### config.mk
export PLATFORM = sky130hd
export DESIGN_NAME = melody_sequencer
export DESIGN_NICKNAME = d
export VERILOG_FILES = /design/src/rtl/melody_sequencer.sv
export SDC_FILE = /design/constraint.sdc
export NUM_CORES = 1
export LEC_CHECK = 0
export BUFFER_PORTS_ARGS = -buffer_cell sky130_fd_sc_hd__buf_2
export CORE_MARGIN = 5
export CORE_UTILIZATION = 62
export DETAILED_ROUTE_END_ITERATION = 16
export PLACE_DENSITY_LB_ADDON = 0.25
export SYNTH_ARGS = -nofsm -noshare
export SYNTH_HDL_FRONTEND = slang
export SYNTH_SLANG_ARGS = --single-unit
### constraint.sdc
create_clock -name clk -period 3.7 [get_ports clk]
set_input_delay 0.74 -clock clk [delete_from_list [all_inputs] [get_ports clk]]
set_output_delay 0.74 -clock clk [all_outputs]
set_load 0.02 [all_outputs]
### src/rtl/melody_sequencer.sv
// Note-table player: walks a small note RAM, turns each entry into a half-period
// divider for the square-wave tone stage and gates it with tone_en.
module melody_sequencer #(
  parameter int  NUM_NOTES = 16,
  parameter int  TICK_DIV  = 120000,
  parameter int  GAP_TICKS = 1,
  localparam int ADDR_W    = $clog2(NUM_NOTES)
) (
  input  logic              clk,
  input  logic              rst_n,
  input  logic              start,
  input  logic              stop,
  input  logic              loop,
  input  logic              wr_en,
  input  logic [ADDR_W-1:0] wr_addr,
  input  logic [15:0]       wr_data,
  output logic [14:0]       divider,
  output logic              tone_en,
  output logic              busy,
  output logic [ADDR_W-1:0] note_addr,
  output logic              done
);

  localparam int                PRE_W     = $clog2(TICK_DIV);
  localparam logic [PRE_W-1:0]  PRE_LAST  = PRE_W'(TICK_DIV - 1);
  localparam logic [ADDR_W-1:0] LAST_ADDR = ADDR_W'(NUM_NOTES - 1);
  localparam logic [7:0]        GAP       = 8'(GAP_TICKS);

  typedef enum logic [1:0] {S_IDLE, S_FETCH, S_PLAY, S_DONE} state_t;

  state_t              state_reg, state_next;
  logic [15:0]         mem [NUM_NOTES];
  logic [15:0]         rd_data_reg;
  logic [ADDR_W-1:0]   note_addr_reg, note_addr_next;
  logic [14:0]         divider_reg, divider_next;
  logic [7:0]          remaining_reg, remaining_next;
  logic [PRE_W-1:0]    prescaler_reg, prescaler_next;
  logic                rest_reg, rest_next;
  logic                tone_en_reg, busy_reg, done_reg;

  logic                tick;
  logic [7:0]          fetch_dur;
  logic                fetch_rest;
  logic [14:0]         fetch_div;
  logic                unused_bit;

  function automatic logic [14:0] base_div(input logic [3:0] semi);
    case (semi)
      4'd0:    base_div = 15'd22932;
      4'd1:    base_div = 15'd21645;
      4'd2:    base_div = 15'd20430;
      4'd3:    base_div = 15'd19284;
      4'd4:    base_div = 15'd18201;
      4'd5:    base_div = 15'd17180;
      4'd6:    base_div = 15'd16215;
      4'd7:    base_div = 15'd15305;
      4'd8:    base_div = 15'd14446;
      4'd9:    base_div = 15'd13635;
      4'd10:   base_div = 15'd12870;
      4'd11:   base_div = 15'd12148;
      default: base_div = 15'd0;
    endcase
  endfunction

  // Read address follows the next note address so the word is ready during FETCH.
  always_ff @(posedge clk) begin
    if (wr_en) mem[wr_addr] <= wr_data;
    rd_data_reg <= mem[note_addr_next];
  end

  assign unused_bit = rd_data_reg[8];
  assign fetch_dur  = rd_data_reg[7:0];
  assign fetch_rest = rd_data_reg[15] | (rd_data_reg[14:13] == 2'b11);
  assign fetch_div  = base_div(rd_data_reg[14:11]) >> rd_data_reg[10:9];
  assign tick       = (prescaler_reg == PRE_LAST);

  always_comb begin
    state_next     = state_reg;
    note_addr_next = note_addr_reg;
    divider_next   = divider_reg;
    remaining_next = remaining_reg;
    prescaler_next = prescaler_reg;
    rest_next      = rest_reg;
    if (stop) begin
      state_next = S_IDLE;
    end else begin
      case (state_reg)
        S_IDLE: begin
          if (start) begin
            state_next     = S_FETCH;
            note_addr_next = '0;
          end
        end
        S_FETCH: begin
          if (fetch_dur == 8'd0) begin
            // An end marker at address 0 must not spin on an empty table.
            if (loop && note_addr_reg != '0) note_addr_next = '0;
            else                             state_next     = S_DONE;
          end else begin
            if (!fetch_rest) divider_next = fetch_div;
            rest_next      = fetch_rest;
            remaining_next = fetch_dur;
            prescaler_next = '0;
            state_next     = S_PLAY;
          end
        end
        S_PLAY: begin
          prescaler_next = tick ? '0 : prescaler_reg + 1'b1;
          if (tick) begin
            if (remaining_reg == 8'd1) begin
              if (note_addr_reg == LAST_ADDR) begin
                if (loop) begin
                  note_addr_next = '0;
                  state_next     = S_FETCH;
                end else begin
                  state_next = S_DONE;
                end
              end else begin
                note_addr_next = note_addr_reg + 1'b1;
                state_next     = S_FETCH;
              end
            end else begin
              remaining_next = remaining_reg - 8'd1;
            end
          end
        end
        S_DONE:  state_next = S_IDLE;
        default: state_next = S_IDLE;
      endcase
    end
  end

  // Outputs are registered from next-state values so they line up with the state.
  always_ff @(posedge clk or negedge rst_n) begin
    if (!rst_n) begin
      state_reg     <= S_IDLE;
      note_addr_reg <= '0;
      divider_reg   <= '0;
      remaining_reg <= '0;
      prescaler_reg <= '0;
      rest_reg      <= 1'b0;
      tone_en_reg   <= 1'b0;
      busy_reg      <= 1'b0;
      done_reg      <= 1'b0;
    end else begin
      state_reg     <= state_next;
      note_addr_reg <= note_addr_next;
      divider_reg   <= divider_next;
      remaining_reg <= remaining_next;
      prescaler_reg <= prescaler_next;
      rest_reg      <= rest_next;
      tone_en_reg   <= (state_next == S_PLAY) && !rest_next && (remaining_next > GAP);
      busy_reg      <= (state_next == S_FETCH) || (state_next == S_PLAY);
      done_reg      <= (state_next == S_DONE);
    end
  end

  assign divider   = divider_reg;
  assign tone_en   = tone_en_reg;
  assign busy      = busy_reg;
  assign note_addr = note_addr_reg;
  assign done      = done_reg;

endmodule

==> results.py <==
metrics = {
    "worst_hold_path": {
        "min_path_type": "input port to async pin",
    },
    "sta": {
        "finClkSkew_ns": 0.0189,
        "fin_crit_sh_pct": 95.5,
        "setup_viol_count_final": 0,
        "worstMarginPinSlew_ns": 1.11,
        "hold_viol": 0,
        "fmaxAchievable_mhz": 283,
        "layout_setup_ws_ns": 0.168,
        "final_max_slew_viol_count": 0,
        "period_needed_ns": 3.53,
        "timing.slew.headroom_pct": 25.9,
    },
    "cells_and_area": {
        "drive_gt1_share_pct": 16.0,
        "multi_input_area_um2": 4250,
        "fin_nets": 1150,
        "antenna_cells": 0,
        "nFillCells": 1408,
        "area_delta_synth_final_pct": 13.1,
        "largest_register_ffs": 240,
        "seq_area_um2": 8760,
    },
    "logic_synthesis": {
        "async_reset_ff_share_pct": 16.4,
        "yosys.area_share.simple_pct": 12.4,
        "synth_ff_type": "edfxtp_1",
        "synth_mux_area_share_pct": 5.52,
        "yosysTopAreaCell": "edfxtp_1",
        "synth_compound_area_share_pct": 11.7,
        "synth_top_area_share_pct": 54.0,
        "synth_cells": 1033,
        "synth_cell_type_count": 64,
        "netlist_area_um2": 13300,
        "synth_most_common_cell": "edfxtp_1",
        "synthTopCellsByArea": "edfxtp_1 54%, dfrtp_1 9.4%, mux2i_1 5.1%",
        "synth_fp_nets": 1077,
        "syn_area_per_cell_um2": 12.9,
        "synth_common_cells": "240 x edfxtp_1, 157 x nand2_1, 68 x mux2i_1",
        "ys_seq_area_share_pct": 65.7,
        "yosysWarningCount": 0,
        "ys_ff_latch": 305,
        "synth_top_family_by_area": "simple AND/OR/NAND/NOR gates",
        "synthXorXnorAreaFrac_pct": 0.0657,
        "synth_fa_ha_area_share_pct": 1.69,
        "synth_edf_count": 240,
    },
    "placement": {
        "dp_hpwl_um": 18400,
        "gp_congestion": 0.917,
        "post-place-ws_ns": 0.0457,
        "port_buffers": 46,
    },
    "power_and_ir_drop": {
        "peakVddDrop_mv": 0.449,
        "switching_share_pct": 22.5,
        "p_per_area_nw_per_um2": 493,
        "finalPower_uw": 7440,
        "p_seq_share_pct": 52.6,
        "combinationalPowerShare_pct": 7.8,
        "clockPowerShare_pct": 39.6,
        "p_leak_uw": 0.00564,
        "power.net_switching_uw": 1670,
        "power.internal_uw": 5760,
    },
    "grt": {
        "use_met3_pct": 4.07,
        "antenna_found_initial": 0,
        "busiest_layer": "met2",
        "grt_pass1_wl_um": 46400,
        "grt_max_degree": 51,
        "grt-ovfl-total": 0,
        "grt_pass1_vias": 8618,
        "use_met1_pct": 34.1,
        "grt_usage_pct": 24.2,
        "grt_use_met2_pct": 40.0,
    },
    "worst_setup_path": {
        "start_kind": "flop",
        "arrival_ns": 3.95,
        "endpoint_kind": "flop",
        "reg2reg_slack_ns": 0.17,
        "cp.required_ns": 4.12,
        "critical_path_peak_fanout": 14,
        "critPathKind": "flop to flop",
    },
    "clock_network": {
        "cts_made_buffers": 30,
        "clock_sinks": 305,
        "clockBufferDepth": 3,
        "cts_root_buf": "clkbuf_16",
        "cts_tree": "done",
        "clkTransAtPathRegs_ns": 0.06,
        "cts-htree-levels": 1,
        "clk-insertion-delay-late_ns": 0.56,
        "cts-hold-fix-buffers": 0,
        "cts_setup_buffers": 0,
    },
    "status": {
        "outcome": "finished clean",
    },
    "run": {
        "max_cap_viol_count": 0,
    },
    "detailed_routing": {
        "first_pass_iters": 5,
        "drt_iter0_drc": 945,
        "avgRoutedWirePerCell_um": 21.1,
        "routed_wl_um": 29600,
        "vias": 8782,
        "drc_errors": 0,
        "ant_nets": 0,
        "viasPerCell": 6.25,
    },
    "floorplan": {
        "boundaryPins": 48,
        "dieArea_um2": 24600,
        "die_height_um": 157,
        "row_count": 53,
        "core_um2": 21100,
        "die_w_um": 157,
        "initial_utilization_pct": 63.3,
    },
}
## critical path, cell delays in order, from the launching register on
cell     delay (ns)
dfrtp_1        0.37
inv_1          0.08
ha_1           0.15
or3b_2         0.46
buf_4          0.16
nor4_4         0.25
and2_2         0.25
a31oi_1        0.10
a31o_1         0.32
and3_1         0.51
a32o_1         0.36
nor4_2         0.39
## layer usage
metal | wire length, um | share of wire, %
met4 | 532 | 1.8
met2 | 14200 | 48
met5 | 0 | 0
met3 | 2480 | 8.4
met1 | 12400 | 42
## worst paths after layout
| path | start | to | cells after the start |
|---|---|---|---|
| min in group clk | divider[4]$_DFFE_PN0P_ | divider[4]$_DFFE_PN0P_ | 2 |
| max in group asynchronous | rst_n | divider[4]$_DFFE_PN0P_ | 1 |
| worst max register to register | remaining_reg[1]$_DFF_PN0_ | rd_data_reg[14]$_DFF_P_ | 11 |
| worst min-delay path | rst_n | note_addr[3]$_DFF_PN0_ | 1 |
| worst min register to register | divider[4]$_DFFE_PN0P_ | divider[4]$_DFFE_PN0P_ | 2 |
| worst max-delay path | remaining_reg[1]$_DFF_PN0_ | rd_data_reg[14]$_DFF_P_ | 11 |
## placed cells by master (no fill, tap or decap), types with 10 or more instances in the layout
| cell type | n |
|---|---|
| inv_1 | 21 |
| clkbuf_16 | 30 |
| dfrtp_1 | 50 |
| dfxtp_1 | 15 |
| and2_1 | 32 |
| mux2i_1 | 68 |
| nand2_1 | 157 |
| buf_4 | 49 |
| nor2_1 | 42 |
| a221o_1 | 30 |
| o21ai_0 | 61 |
| ha_1 | 18 |
| nand3_1 | 15 |
| edfxtp_1 | 240 |
| a31oi_1 | 11 |
| nand2b_1 | 10 |
| a21oi_1 | 52 |
| and3_1 | 11 |
| buf_2 | 46 |
| a32o_1 | 30 |
## cell families (layout without fill, tap and decap cells)
kind of cell | after synthesis | in the layout
compound gates | 226 | 226
xor+xnor | 1 | 1
fa+ha+maj | 18 | 18
buf+inv | 81 | 178
flops | 305 | 305
mux | 73 | 73
simple gates | 329 | 329
## power groups by stage
stage | logic (uW) | clock network [uW] | registers, uW
4_1_cts | 577 | 3000 | 3910
3_5_place_dp | 570 | 0 | 3980
2_1_floorplan | 258 | 0 | 4040
3_3_place_gp | 553 | 0 | 3970
5_1_grt | 632 | 3170 | 3920
6_report | 576 | 2950 | 3910
## per-stage QoR
step / setup TNS (ns) / hold WS [ns] / util [%] / instance area, um^2 / cells
finish: 0 / 0.409 / 71.5 / 15100 / 1405
global route: -0.00252 / 0.492 / 71.5 / 15100 / 1405
CTS: 0 / 0.436 / 71.4 / 15000 / 1405
detailed placement: 0 / 0.466 / 66.7 / 14100 / 1349
global placement: 0 / 0.456 / 66.7 / 14100 / 1349
floorplan: 0 / 0.442 / - / 13300 / 1033
## layout make-up
| cell class | count | area share (%) |
|---|---|---|
| Sequential cell | 305 | 58.1 |
| Clock inverter | 17 | 1.24 |
| Inverter | 23 | 0.606 |
| Timing Repair Buffer | 99 | 4.44 |
| Multi-Input combinational cell | 647 | 28.2 |
| Tap cell | 275 | 2.28 |
| Clock buffer | 39 | 5.20 |
## timing repair
action                                  in CTS  in global routing
endpoints found under the setup margin       0                 11
endpoints found under the hold margin        0                  0
resized for setup                            0                  8
(Power assumes the default switching activity.)
